--- config.mk ---
export PLATFORM = sky130hd
export DESIGN_NAME = vga_timing_gen_flat
export DESIGN_NICKNAME = d
export VERILOG_FILES = /design/src/rtl/vga_timing_pkg.sv /design/src/rtl/vga_timing_if.sv /design/src/rtl/vga_axis_counter.sv /design/src/rtl/vga_timing_gen.sv /design/src/flat_wrapper.sv
export SDC_FILE = /design/constraint.sdc
export NUM_CORES = 1
export LEC_CHECK = 0
export BUFFER_PORTS_ARGS = -buffer_cell sky130_fd_sc_hd__buf_2
export CORE_MARGIN = 2
export CORE_UTILIZATION = 42
export DETAILED_ROUTE_END_ITERATION = 8
export HOLD_SLACK_MARGIN = 0.1
export PLACE_DENSITY = 0.74
export REMOVE_ABC_BUFFERS = 1
export SLEW_MARGIN = 15
export SYNTH_ARGS = -nofsm -noshare
export SYNTH_HDL_FRONTEND = slang
export SYNTH_SLANG_ARGS = --single-unit
--- constraint.sdc ---
create_clock -name clk -period 1.7 [get_ports clk]
set_input_delay 0.34 -clock clk [delete_from_list [all_inputs] [get_ports clk]]
set_output_delay 0.34 -clock clk [all_outputs]
set_load 0.005 [all_outputs]
--- src/rtl/vga_timing_pkg.sv ---
// vga_timing_pkg: VGA timing presets and derived-value helpers
package vga_timing_pkg;
    localparam int VGA_H_DISPLAY = 640;
    localparam int VGA_H_FRONT   = 16;
    localparam int VGA_H_SYNC    = 96;
    localparam int VGA_H_BACK    = 48;
    localparam int VGA_V_DISPLAY = 480;
    localparam int VGA_V_FRONT   = 10;
    localparam int VGA_V_SYNC    = 2;
    localparam int VGA_V_BACK    = 33;
    localparam int VGA_POL       = 0;

    localparam int SVGA_H_DISPLAY = 800;
    localparam int SVGA_H_FRONT   = 40;
    localparam int SVGA_H_SYNC    = 128;
    localparam int SVGA_H_BACK    = 88;
    localparam int SVGA_V_DISPLAY = 600;
    localparam int SVGA_V_FRONT   = 1;
    localparam int SVGA_V_SYNC    = 4;
    localparam int SVGA_V_BACK    = 23;
    localparam int SVGA_POL       = 1;

    function automatic int axis_total(int display, int front, int sync, int back);
        return display + front + sync + back;
    endfunction

    function automatic int sync_start(int display, int front);
        return display + front;
    endfunction

    function automatic int sync_end(int display, int front, int sync);
        return display + front + sync - 1;
    endfunction
endpackage

--- src/rtl/vga_timing_if.sv ---
// vga_timing_if: raster timing bundle from the generator to the pixel logic
interface vga_timing_if #(
    parameter int POS_W   = 10,
    parameter int FRAME_W = 8
);
    logic               hsync;
    logic               vsync;
    logic               display_on;
    logic [POS_W-1:0]   hpos;
    logic [POS_W-1:0]   vpos;
    logic               line_start;
    logic               frame_start;
    logic [FRAME_W-1:0] frame_cnt;

    modport master (output hsync, vsync, display_on, hpos, vpos, line_start, frame_start, frame_cnt);
    modport slave  (input  hsync, vsync, display_on, hpos, vpos, line_start, frame_start, frame_cnt);
endinterface

--- src/rtl/vga_axis_counter.sv ---
// vga_axis_counter: one raster axis with registered sync/visible decode of the incoming position
module vga_axis_counter
    import vga_timing_pkg::*;
#(
    parameter int DISPLAY = VGA_H_DISPLAY,
    parameter int FRONT   = VGA_H_FRONT,
    parameter int SYNC    = VGA_H_SYNC,
    parameter int BACK    = VGA_H_BACK,
    parameter int POL     = VGA_POL,
    parameter int W       = 10
) (
    input  logic         clk,
    input  logic         rst_n,
    input  logic         step,
    output logic [W-1:0] pos,
    output logic         sync,
    output logic         visible,
    output logic         wrap
);
    localparam logic [W-1:0] LAST    = W'(axis_total(DISPLAY, FRONT, SYNC, BACK) - 1);
    localparam logic [W-1:0] S_START = W'(sync_start(DISPLAY, FRONT));
    localparam logic [W-1:0] S_END   = W'(sync_end(DISPLAY, FRONT, SYNC));
    localparam logic [W-1:0] DISP    = W'(DISPLAY);
    localparam logic         ACT     = (POL != 0);

    logic [W-1:0] pos_next;

    assign wrap     = (pos == LAST);
    assign pos_next = wrap ? '0 : pos + 1'b1;

    // decode from pos_next so sync/visible land on the same edge as pos
    always_ff @(posedge clk) begin
        if (!rst_n) begin
            pos     <= LAST;
            sync    <= !ACT;
            visible <= 1'b0;
        end else if (step) begin
            pos     <= pos_next;
            sync    <= (pos_next >= S_START && pos_next <= S_END) ? ACT : !ACT;
            visible <= (pos_next < DISP);
        end
    end
endmodule

--- src/rtl/vga_timing_gen.sv ---
// vga_timing_gen: parametrised VGA raster timing with prescaler, run enable, strobes and frame counter
module vga_timing_gen
    import vga_timing_pkg::*;
#(
    parameter int H_DISPLAY = VGA_H_DISPLAY,
    parameter int H_FRONT   = VGA_H_FRONT,
    parameter int H_SYNC    = VGA_H_SYNC,
    parameter int H_BACK    = VGA_H_BACK,
    parameter int V_DISPLAY = VGA_V_DISPLAY,
    parameter int V_FRONT   = VGA_V_FRONT,
    parameter int V_SYNC    = VGA_V_SYNC,
    parameter int V_BACK    = VGA_V_BACK,
    parameter int HSYNC_POL = VGA_POL,
    parameter int VSYNC_POL = VGA_POL,
    parameter int POS_W     = 10,
    parameter int FRAME_W   = 8,
    parameter int PIX_DIV   = 1
) (
    input  logic         clk,
    input  logic         rst_n,
    input  logic         en,
    vga_timing_if.master vga
);
    localparam int H_TOTAL = axis_total(H_DISPLAY, H_FRONT, H_SYNC, H_BACK);
    localparam int V_TOTAL = axis_total(V_DISPLAY, V_FRONT, V_SYNC, V_BACK);
    localparam logic [POS_W-1:0] VS_PRE = POS_W'(sync_start(V_DISPLAY, V_FRONT) - 1);
    localparam logic [3:0] DIV_LAST = 4'(PIX_DIV - 1);

    if (PIX_DIV < 1 || PIX_DIV > 16) begin : g_bad_div
        $error("vga_timing_gen: PIX_DIV must be within 1..16");
    end
    if (H_TOTAL > (1 << POS_W) || V_TOTAL > (1 << POS_W)) begin : g_bad_pos
        $error("vga_timing_gen: POS_W too narrow for H_TOTAL/V_TOTAL");
    end

    logic [3:0] div;
    logic       tick;
    logic       h_wrap;
    logic       v_wrap;
    logic       h_vis;
    logic       v_vis;

    assign tick = en && (div == DIV_LAST);

    // pixel prescaler; frozen while en is low
    always_ff @(posedge clk) begin
        if (!rst_n) div <= '0;
        else if (en) div <= tick ? 4'd0 : div + 4'd1;
    end

    vga_axis_counter #(
        .DISPLAY(H_DISPLAY), .FRONT(H_FRONT), .SYNC(H_SYNC), .BACK(H_BACK), .POL(HSYNC_POL), .W(POS_W)
    ) u_h (
        .clk(clk), .rst_n(rst_n), .step(tick),
        .pos(vga.hpos), .sync(vga.hsync), .visible(h_vis), .wrap(h_wrap)
    );

    vga_axis_counter #(
        .DISPLAY(V_DISPLAY), .FRONT(V_FRONT), .SYNC(V_SYNC), .BACK(V_BACK), .POL(VSYNC_POL), .W(POS_W)
    ) u_v (
        .clk(clk), .rst_n(rst_n), .step(tick && h_wrap),
        .pos(vga.vpos), .sync(vga.vsync), .visible(v_vis), .wrap(v_wrap)
    );

    assign vga.display_on = h_vis && v_vis;

    // strobes flag the tick entering a new line/frame; frame_cnt counts vsync assertions
    always_ff @(posedge clk) begin
        if (!rst_n) begin
            vga.line_start  <= 1'b0;
            vga.frame_start <= 1'b0;
            vga.frame_cnt   <= '0;
        end else begin
            vga.line_start  <= tick && h_wrap;
            vga.frame_start <= tick && h_wrap && v_wrap;
            if (tick && h_wrap && vga.vpos == VS_PRE) vga.frame_cnt <= vga.frame_cnt + FRAME_W'(1);
        end
    end
endmodule
--- src/flat_wrapper.sv ---
// flat-port wrapper written by rule: the top's interface ports become plain ports
module vga_timing_gen_flat import vga_timing_pkg::*;
#(
    parameter int H_DISPLAY = VGA_H_DISPLAY,
    parameter int H_FRONT   = VGA_H_FRONT,
    parameter int H_SYNC    = VGA_H_SYNC,
    parameter int H_BACK    = VGA_H_BACK,
    parameter int V_DISPLAY = VGA_V_DISPLAY,
    parameter int V_FRONT   = VGA_V_FRONT,
    parameter int V_SYNC    = VGA_V_SYNC,
    parameter int V_BACK    = VGA_V_BACK,
    parameter int HSYNC_POL = VGA_POL,
    parameter int VSYNC_POL = VGA_POL,
    parameter int POS_W     = 10,
    parameter int FRAME_W   = 8,
    parameter int PIX_DIV   = 1
)
  (clk, rst_n, en, vga_hsync, vga_vsync, vga_display_on, vga_hpos, vga_vpos, vga_line_start, vga_frame_start, vga_frame_cnt);
  vga_timing_if #(.POS_W(POS_W), .FRAME_W(FRAME_W)) vga_i ();
  input  logic clk;
  input  logic rst_n;
  input  logic en;
  output wire logic [$bits(vga_i.hsync)-1:0] vga_hsync;
  output wire logic [$bits(vga_i.vsync)-1:0] vga_vsync;
  output wire logic [$bits(vga_i.display_on)-1:0] vga_display_on;
  output wire logic [$bits(vga_i.hpos)-1:0] vga_hpos;
  output wire logic [$bits(vga_i.vpos)-1:0] vga_vpos;
  output wire logic [$bits(vga_i.line_start)-1:0] vga_line_start;
  output wire logic [$bits(vga_i.frame_start)-1:0] vga_frame_start;
  output wire logic [$bits(vga_i.frame_cnt)-1:0] vga_frame_cnt;
  assign vga_hsync = vga_i.hsync;
  assign vga_vsync = vga_i.vsync;
  assign vga_display_on = vga_i.display_on;
  assign vga_hpos = vga_i.hpos;
  assign vga_vpos = vga_i.vpos;
  assign vga_line_start = vga_i.line_start;
  assign vga_frame_start = vga_i.frame_start;
  assign vga_frame_cnt = vga_i.frame_cnt;
  vga_timing_gen #(.H_DISPLAY(H_DISPLAY), .H_FRONT(H_FRONT), .H_SYNC(H_SYNC), .H_BACK(H_BACK), .V_DISPLAY(V_DISPLAY), .V_FRONT(V_FRONT), .V_SYNC(V_SYNC), .V_BACK(V_BACK), .HSYNC_POL(HSYNC_POL), .VSYNC_POL(VSYNC_POL), .POS_W(POS_W), .FRAME_W(FRAME_W), .PIX_DIV(PIX_DIV)) u_core (.clk(clk), .rst_n(rst_n), .en(en), .vga(vga_i));
endmodule
==> results.md, run 1 <==
* Post-route DRC at 0
* Design area at 2892 um2
* Die area at 5800 um2
* Number of synthesized register bits at 38
* Pin count of the biggest net entering global routing at 19
* Cells along the critical path: inv_2 > ha_4 > and4bb_2 > nand4_4 > nor4_2 > nand3_1 > mux2i_1
* Synth async-reset ratio at 0%
* Core Rows at 26
* Max-cap violations at 0
* Pre-antenna DRT Iters at 4
* CP Class: reg2reg
* Final worst slack at -0.0009801 ns
* Clock slew at reported path FFs at 0.08 ns
* Final GP Congestion at 0.8976
* Area occupied by multi-input gates at 1385 um2
* H-tree levels at 2
* Syn Area/Cell at 8.543 um2
* Total Wirelength at 5.460 mm
* Die W at 76.16 um
* Peak VDD IR at 0.0006176 V
* Post-synth EDFFs at 0
* CP Max Fanout at 4
* Crit path DAT at 1.89 ns
* DP HPWL at 3.924 mm
* WP data required at 1.89 ns
* Worst slew margin at 62.88%
* Clock Latency Late Sink at 0.29 ns
* Skew final at 0.006539 ns
* Leakage at 1.226 nW
* Starting Density at 43.10%
* Failing checks: negative setup slack
* All-Layer GR Usage at 18.97%
* First-pass GRT wire length at 9.177 mm
* Top FF cell, synth: dfxtp_1
* Global route overflow at 0
* Initial antenna violation count at 0
* Port bufs at 35
* Core area at 5075 um2
* RSZ-0062 raised after global routing: yes
* Slew Viols, Final at 0
* DRT iter0 DRCs at 150
* Area growth from synthesis to layout at 32.21%
* Commonest non-fill, non-tap cells in the layout: 41 x buf_4, 37 x dfxtp_1, 36 x buf_2
* Fillers at 481
* TNS Setup at -0.0009801 ns
* CTS Root Cell: clkbuf_8
* CP max-delay cell: nor4_2
* CP endpoint kind: register
* Final Power at 2.582 mW
* Final Hold Vio Count at 0
* Dpl cell area at 2664 um2
* Final min period at 1.701 ns
* Vias per std cell at 5.358
* Fin crit share at 100.1%
* CTS Hold Buffers Added at 0
* Number of global-route vias before repair at 1,974
* Fmax at 587.9 MHz
* Commonest non-fill, non-tap cell in the layout: buf_4
* Status: finished with violations
* Finish-stage setup viols at 1
* CTS Buf Count at 5
* Reg area at 762.0 um2
* TritonCTS clock tree: done
* Ports at 36
* Syn. warnings at 0
* Final nets at 339
* Worst-margin pin slew at 0.5490 ns
* Share of post-route cells with drive strength above 1 at 34.35%
* Chip height at 76.16 um
* Synthesized netlist cell count at 256
* Largest buffer count on any clock path at 2
* Type of the worst min-delay path: in2reg
* Crit start category: register
* CP max stage delay at 0.35 ns
* Vias at 2,138
* Seq/Total Area, Yosys at 34.78%
* Post-synthesis instance area at 2187 um2
* Clk sinks at 38
* Power Density at 893.1 nW/um2
* Antenna viol nets, final at 0
* Mean routed wirelength per cell at 13.68 um
* Antenna diodes at 0
* Synth cell types at 52
==> state kept, by name, indices dropped and copies added, names as in the netlist, 4 cells and up <==
name / cells
u_core.u_h.pos: 10
u_core.vga.frame_cnt: 8
u_core.u_v.pos: 10
u_core.div: 4
==> cell families (layout without fill, tap and decap cells) <==
group	Yosys count	count (layout)	synth area share (%)
AO/OA/AOI/OAI	47	47	14.02
XOR/XNOR	18	18	7.208
adder cells (fa/ha/maj)	8	8	4.577
buffers and inverters	24	97	5.664
flip-flops	38	38	34.78
multiplexers	3	3	1.373
AND/OR/NAND/NOR	118	118	32.38
==> metrics by stage <==
step	cells	utilization [%]	hold WS, ns	setup slack [ns]
after floorplan	242	-	0.4118	-0.2753
after global placement	387	52.49	0.4588	-0.01919
after detailed placement	387	52.49	0.4593	-0.1005
after CTS	396	55.23	0.3565	-0.02362
after global routing	399	56.98	0.3704	-0.1346
final	399	56.98	0.3679	-0.0009801
==> layout make-up <==
| cell class | count | area share, % |
|---|---|---|
| clock buffer | 5 | 2.380 |
| clock inverter | 3 | 1.385 |
| inverter | 10 | 1.298 |
| multi-input combinational | 194 | 47.90 |
| sequential | 38 | 26.35 |
| tap | 70 | 3.029 |
| timing repair buffer | 79 | 17.65 |
==> where the power goes <==
part / total, mW / leakage (nW) / switching (mW) / internal, mW
logic: 0.821 / 0.859 / 0.443 / 0.377
clock network: 0.763 / 0.0579 / 0.331 / 0.432
registers: 0.998 / 0.309 / 0.0452 / 0.953
total: 2.58 / 1.23 / 0.820 / 1.76
==> per-layer routing <==
metal | global-route usage, % | wire length [um] | vias up
li1 | - | - | 1055
met1 | 25.35 | 2459 | 1006
met2 | 31.07 | 2606 | 65
met3 | 3.791 | 293 | 12
met4 | 5.636 | 100 | 0
met5 | 0 | 0 | -
==> synth_stat cells, types with 3 or more instances <==
cell type | n | share of area [%]
a21oi_1 | 8 | 1.8
xor2_1 | 7 | 2.8
and3_1 | 4 | 1.1
o21ai_0 | 12 | 2.7
dfxtp_1 | 38 | 35
buf_6 | 4 | 2.1
nand2_1 | 23 | 3.9
nor3_1 | 5 | 1.1
xnor2_1 | 11 | 4.4
a31oi_1 | 5 | 1.4
a21boi_0 | 3 | 1.0
mux2i_1 | 3 | 1.4
o21a_1 | 4 | 1.4
o211ai_1 | 3 | 1.0
and2_1 | 15 | 4.3
nand4_1 | 9 | 2.6
clkbuf_1 | 7 | 1.2
nor2b_1 | 5 | 1.4
ha_1 | 8 | 4.6
nor2_1 | 14 | 2.4
buf_2 | 3 | 0.69
inv_1 | 10 | 1.7
nor4_1 | 5 | 1.4
nand3_1 | 16 | 3.7
==> path summary, 6_finish.rpt <==
path                                                        endpoint  cells after the start  slack (ns)                             from
worst min register to register       u_core.u_v.visible$_SDFFE_PN0P_                      2        0.47  u_core.u_v.visible$_SDFFE_PN0P_
worst max-delay path            u_core.vga.frame_cnt[7]$_SDFFE_PN0P_                      7      -0.001       u_core.div[0]$_SDFFE_PN0P_
worst min-delay path                  u_core.u_h.pos[2]$_SDFFE_PN1P_                      2        0.37                            rst_n
worst max register to register  u_core.vga.frame_cnt[7]$_SDFFE_PN0P_                      7      -0.001       u_core.div[0]$_SDFFE_PN0P_
==> critical path, delay by kind of cell (launching register included) <==
family        cells  cell delay [ns]
flops             1             0.33
buf+inv           1             0.07
fa+ha+maj         1             0.15
mux               1             0.13
simple gates      4             0.91
==> what timing repair did <==
| action | in CTS | in global routing |
|---|---|---|
| pin swaps | 3 | 5 |
| buffers inserted | 1 | 2 |
| resized for setup | 6 | 13 |
| gates cloned | 0 | 1 |
| setup endpoints to repair | 11 | 20 |
Note: power is estimated with default switching activity, not from simulation.
==> run 2: changes to the inputs <==
- ABC_AREA: default -> 1
==> results.md, run 2 <==
* Status: finished, final reports clean
* Setup Buffers After CTS at 0
* Pin count of the biggest net entering global routing at 13
* Ports at 36
* Synth async-reset ratio at 0%
* Reg2reg start: u_core.u_h.pos[8]$_SDFFE_PN1P_
* Non-filler cells, final at 422
* Worst slew margin at 75.32%
* First-pass GRT wire length at 7.900 mm
* Top FF cell, synth: dfxtp_1
* Worst-margin pin slew at 0.3674 ns
* Die area at 5580 um2
* Largest registers: u_core.u_h.pos (10), u_core.u_v.pos (10), u_core.vga.frame_cnt (8)
* Fillers at 476
* DRT iter0 DRCs at 103
* R2R Setup Slk at 0.12 ns
* Synth area leader: dfxtp_1
* Area growth from synthesis to layout at 25.63%
* CP Class: reg2reg
* Ranking of synthesized cells by area: dfxtp_1 36%, nand2_1 13%, inv_1 6.4%
* All-Layer GR Usage at 18.13%
* Type of the worst min-delay path: in2reg
* RSZ-0062 raised after global routing: no
* Clock Latency Late Sink at 0.29 ns
* Fmax at 633.5 MHz
* Antenna viol nets, final at 0
* WP data required at 1.89 ns
* Crit. Startpoint: u_core.u_h.pos[8]$_SDFFE_PN1P_
* Count leader, synth: nand2_1
* Core area at 4786 um2
* CTS Root Cell: clkbuf_8
* Antenna diodes at 0
* Syn. warnings at 0
* Syn Area/Cell at 7.069 um2
* CTS Buf Count at 5
* Commonest non-fill, non-tap cells in the layout: 72 x nand2_1, 37 x dfxtp_1, 35 x inv_1, 35 x buf_2, 26 x nand3_1
* Chip height at 74.70 um
* Core Rows at 25
* Share of post-route cells with drive strength above 1 at 23.66%
* Post-route DRC at 0
* Power Density at 1072 nW/um2
* TNS Setup at 0 ns
* Pre-antenna DRT Iters at 4
* Final nets at 365
* Reg2reg end: u_core.vga.frame_cnt[2]$_SDFFE_PN0P_
* Mean routed wirelength per cell at 11.31 um
* Peak VDD IR at 0.0006289 V
* Initial antenna violation count at 0
* Clock slew at reported path FFs at 0.07 ns
* Final Hold Vio Count at 0
* Synthesized netlist cell count at 297
* Clk sinks at 38
* H-tree levels at 2
* Crit path DAT at 1.77 ns
* Yosys top cell area share at 36.23%
* Global route overflow at 0
* Post-placement cell count at 414
* DP HPWL at 3.739 mm
* Final core occ at 55.11%
* CP endpoint kind: register
* Commonest cells post-synth: 72 x nand2_1, 38 x dfxtp_1, 36 x inv_1, 26 x nand3_1, 25 x nor2_1
* Number of synthesized register bits at 38
* Starting Density at 43.87%
* Post-synth EDFFs at 0
* Finish-stage setup viols at 0
* Post-synthesis instance area at 2100 um2
* Vias at 2,100
* Leakage at 1.250 nW
* Port bufs at 35
* Crit start category: register
* Number of global-route vias before repair at 1,816
* Seq/Total Area, Yosys at 36.23%
* Final GP Congestion at 0.9308
* Critical Path End: u_core.vga.frame_cnt[2]$_SDFFE_PN0P_
* Die W at 74.70 um
* CP Max Fanout at 9
* Slew Viols, Final at 0
* Vias per std cell at 4.976
* Final min period at 1.579 ns
* TritonCTS clock tree: done
* Total Wirelength at 4.771 mm
* Largest buffer count on any clock path at 2
* Max-cap violations at 0
* Synth cell types at 31
* Skew final at 0.005518 ns
* Fin crit share at 92.86%
* Commonest non-fill, non-tap cell in the layout: nand2_1
* Cells on worst reg2reg path at 9
==> run 2: final cells by class <==
type                            count  area [um2]  area share [%]
Multi-Input combinational cell    215        1177           44.64
Sequential cell                    38       762.0           28.89
Timing Repair Buffer               55       325.3           12.33
Inverter                           39       146.4           5.550
Tap cell                           67       83.83           3.178
Clock buffer                        6       82.58           3.131
Clock inverter                      2       60.06           2.277
==> run 2: per-layer routing <==
| metal | global-route usage, % | vias to the layer above | share of wire (%) | wire length, um |
|---|---|---|---|---|
| li1 | - | 1081 | - | - |
| met1 | 23.88 | 958 | 46 | 2191 |
| met2 | 29.30 | 54 | 47 | 2266 |
| met3 | 4.016 | 7 | 5.0 | 237 |
| met4 | 6.548 | 0 | 1.6 | 76 |
| met5 | 0 | - | 0 | 0 |
==> run 2: cell families (layout without fill, tap and decap cells) <==
logic type	after synthesis	in the layout	synth area share, %
buffers and inverters	44	102	8.522
DFF	38	38	36.23
and+or+nand+nor	151	151	34.68
AOI/OAI and AO/OA	47	47	12.04
xor gates and xnor gates	9	9	3.754
adders and majority gates	8	8	4.768
==> run 2: metrics by stage <==
stage / hold WS [ns] / cell area (um2) / power [mW] / setup WS, ns
after floorplan: 0.4087 / 2067 / 1.560 / 0.04936
after global placement: 0.4608 / 2476 / 1.885 / 0.1139
after detailed placement: 0.4750 / 2476 / 1.891 / 0.08066
after CTS: 0.3667 / 2619 / 2.842 / 0.06704
after global routing: 0.3852 / 2638 / 2.989 / 0.005433
final: 0.3834 / 2638 / 2.827 / 0.1214
==> run 2: what timing repair did <==
| action | in CTS | in global routing |
|---|---|---|
| hold endpoints to repair | 0 | 0 |
| setup endpoints to repair | 0 | 10 |
| hold buffers | 0 | 0 |
| gates resized for setup | 0 | 7 |
==> run 2: worst min-delay path by stage <==
stage | endpoint | from | slack, ns | depth (start not counted)
floorplan | u_core.u_v.sync$_SDFFE_PN1P_ | rst_n | 0.41 | 1
detailed placement | u_core.u_h.visible$_SDFFE_PN0P_ | u_core.u_h.visible$_SDFFE_PN0P_ | 0.48 | 2
CTS | u_core.div[0]$_SDFFE_PN0P_ | en | 0.37 | 2
global placement | u_core.u_h.visible$_SDFFE_PN0P_ | u_core.u_h.visible$_SDFFE_PN0P_ | 0.46 | 2
global route | u_core.div[0]$_SDFFE_PN0P_ | en | 0.39 | 2
finish | u_core.div[0]$_SDFFE_PN0P_ | en | 0.38 | 2
==> run 2: worst max-delay path: stages (launching register included) <==
cell and delay, ns:
dfxtp_1 0.36, inv_1 0.09, nor3_1 0.30, nand3b_4 0.17
inv_2 0.10, nand2_4 0.08, nor2_8 0.15, inv_2 0.10
nand2_1 0.07, a21oi_1 0.05
==> run 2: power by group <==
part	switching, mW	total, mW	internal (mW)
registers	0.0816	1.06	0.975
clock network	0.313	0.939	0.626
logic	0.487	0.832	0.345
total	0.882	2.83	1.95
==> run 3: changes to the inputs <==
--- a/config.mk
+++ b/config.mk
@@ -10,4 +10,5 @@
 export CORE_MARGIN = 2
 export CORE_UTILIZATION = 42
+export CTS_BUF_LIST = sky130_fd_sc_hd__clkbuf_16
 export DETAILED_ROUTE_END_ITERATION = 8
 export HOLD_SLACK_MARGIN = 0.1
==> constraint.sdc (replaced) <==
create_clock -name clk -period 1.7 [get_ports clk]
set_input_delay 0.17 -clock clk [delete_from_list [all_inputs] [get_ports clk]]
set_output_delay 0.17 -clock clk [all_outputs]
set_load 0.005 [all_outputs]
==> results.md, run 3 (same netlist as run 2, synthesis figures left out) <==
* Die W at 74.70 um
* Antenna diodes at 0
* Port bufs at 35
* Reg2reg start: u_core.div[0]$_SDFFE_PN0P_
* Share of post-route cells with drive strength above 1 at 24.09%
* Critical Path End: u_core.vga.frame_cnt[5]$_SDFFE_PN0P_
* CTS Buf Count at 5
* Vias at 2,134
* Final Hold Vio Count at 0
* RSZ-0062 raised after global routing: no
* CTS Hold Buffers Added at 0
* Cells along the critical path: inv_1 > ha_1 > nand4_4 > inv_2 > nand2_4 > nor2_8 > inv_2 > nand2_1 > a21oi_1
* Global route overflow at 0
* Starting Density at 43.87%
* Slew Viols, Final at 0
* Commonest non-fill, non-tap cells in the layout: 72 x nand2_1, 37 x dfxtp_1, 35 x inv_1, 35 x buf_2, 26 x nand3_1
* CTS Root Cell: clkbuf_16
* Worst-margin pin slew at 0.2594 ns
* Post-route DRC at 0
* CP Max Fanout at 9
* Fmax at 649.1 MHz
* Antenna viol nets, final at 0
* TritonCTS clock tree: done
* Final GP Congestion at 0.9319
* Dpl cell area at 2484 um2
* Area growth from synthesis to layout at 27.47%
* Mean routed wirelength per cell at 11.33 um
* Core area at 4786 um2
* R2R Setup Slk at 0.16 ns
* Clock slew at reported path FFs at 0.05 ns
* Chip height at 74.70 um
* DP HPWL at 3.666 mm
* Number of global-route vias before repair at 1,850
* Core Rows at 25
* CP max stage delay at 0.32 ns
* CP max-delay cell: dfxtp_1
* Min Hold Slack at 0.2275 ns
* Cells on worst reg2reg path at 9
* Die area at 5580 um2
* Crit path DAT at 1.71 ns
* Final min period at 1.541 ns
* Clk sinks at 38
* Power Density at 1093 nW/um2
* Final nets at 368
* Type of the worst min-delay path: in2reg
* First-pass GRT wire length at 7.900 mm
* Status: finished, final reports clean
* Pin count of the biggest net entering global routing at 12
* Initial antenna violation count at 0
* Reg2reg end: u_core.vga.frame_cnt[5]$_SDFFE_PN0P_
* DRT iter0 DRCs at 120
* Largest registers: u_core.u_h.pos (10), u_core.u_v.pos (10), u_core.vga.frame_cnt (8)
* Pre-antenna DRT Iters at 4
* Finish-stage setup viols at 0
* Leakage at 1.272 nW
* Max-cap violations at 0
* TNS Setup at 0 ns
* WP data required at 1.87 ns
* Crit start category: register
* Fin crit share at 90.63%
* Worst slew margin at 82.61%
* Family with the most delay on the worst path: simple AND/OR/NAND/NOR gates
* Total Wirelength at 4.805 mm
* Design area at 2676 um2
* Ports at 36
* CP endpoint kind: register
* Commonest non-fill, non-tap cell in the layout: nand2_1
* Vias per std cell at 5.033
* Clock Latency Late Sink at 0.28 ns
* Most Frequent Cell on Critical Path: inv_2
* Largest buffer count on any clock path at 2
* CP Buf/Inv Count at 3
* Skew final at 0.004456 ns
* All-Layer GR Usage at 18.12%
* Crit path depth at 9
* Peak VDD IR at 0.0006368 V
* CP Class: reg2reg
* H-tree levels at 2
* Crit. Startpoint: u_core.div[0]$_SDFFE_PN0P_
-- run 3: changes by cell type in the layout (fill, tap and decap cells not counted), sizes merged --
cell	change
clkinv	+1
clkbuf	-1
bufinv	-1
buf	+3
-- run 3: per-layer routing --
layer	GRT usage, %	up-vias	wire length, um
li1	-	1090	-
met3	4.284	9	263
met1	22.85	964	2235
met5	0	-	0
met4	5.754	0	63
met2	30.68	71	2243
-- run 3: worst register-to-register path, stage by stage, from the launching register on --
cell and delay (ns):
dfxtp_1 0.32, inv_1 0.10, ha_1 0.20, nand4_4 0.18, inv_2 0.16, nand2_4 0.10, nor2_8 0.15, inv_2 0.10
nand2_1 0.07, a21oi_1 0.05
-- run 3: where the power goes --
group          total [mW]  switching (mW)  internal [mW]
registers            1.05          0.0772          0.977
clock network        1.01           0.329          0.677
logic               0.863           0.500          0.363
total                2.92           0.907           2.02
-- run 3: worst min path at each step --
stage | from | to | cells past startpoint | slack (ns)
floorplan | rst_n | u_core.u_v.sync$_SDFFE_PN1P_ | 1 | 0.24
global placement | u_core.u_h.visible$_SDFFE_PN0P_ | u_core.u_h.visible$_SDFFE_PN0P_ | 2 | 0.46
detailed placement | u_core.u_h.visible$_SDFFE_PN0P_ | u_core.u_h.visible$_SDFFE_PN0P_ | 2 | 0.47
CTS | en | u_core.div[0]$_SDFFE_PN0P_ | 2 | 0.22
global route | en | u_core.div[0]$_SDFFE_PN0P_ | 2 | 0.24
finish | en | u_core.div[0]$_SDFFE_PN0P_ | 2 | 0.23
-- run 3: stage by stage --
step	utilization (%)	std cells	worst slack, ns	power [mW]
floorplan	-	292	0.04936	1.560
global placement	51.90	415	0.1163	1.890
detailed placement	51.90	415	0.1058	1.897
CTS	55.22	422	0.09479	2.916
global route	55.92	424	0.009314	3.092
finish	55.92	424	0.1593	2.924
-- run 3: area by class of cell --
class | instances | area (um2)
tap | 67 | 83.83
multi-input combinational | 215 | 1177
inverter | 39 | 146.4
sequential | 38 | 762.0
clock buffer | 5 | 125.1
timing repair buffer | 58 | 347.8
clock inverter | 2 | 33.78
fill | 456 | 2110
-- run 3: timing repair --
item / CTS / global route
gates resized for setup: 0 / 7
endpoints found under the setup margin: 0 / 10
endpoints found under the hold margin: 0 / 0
buffers inserted: 0 / 2
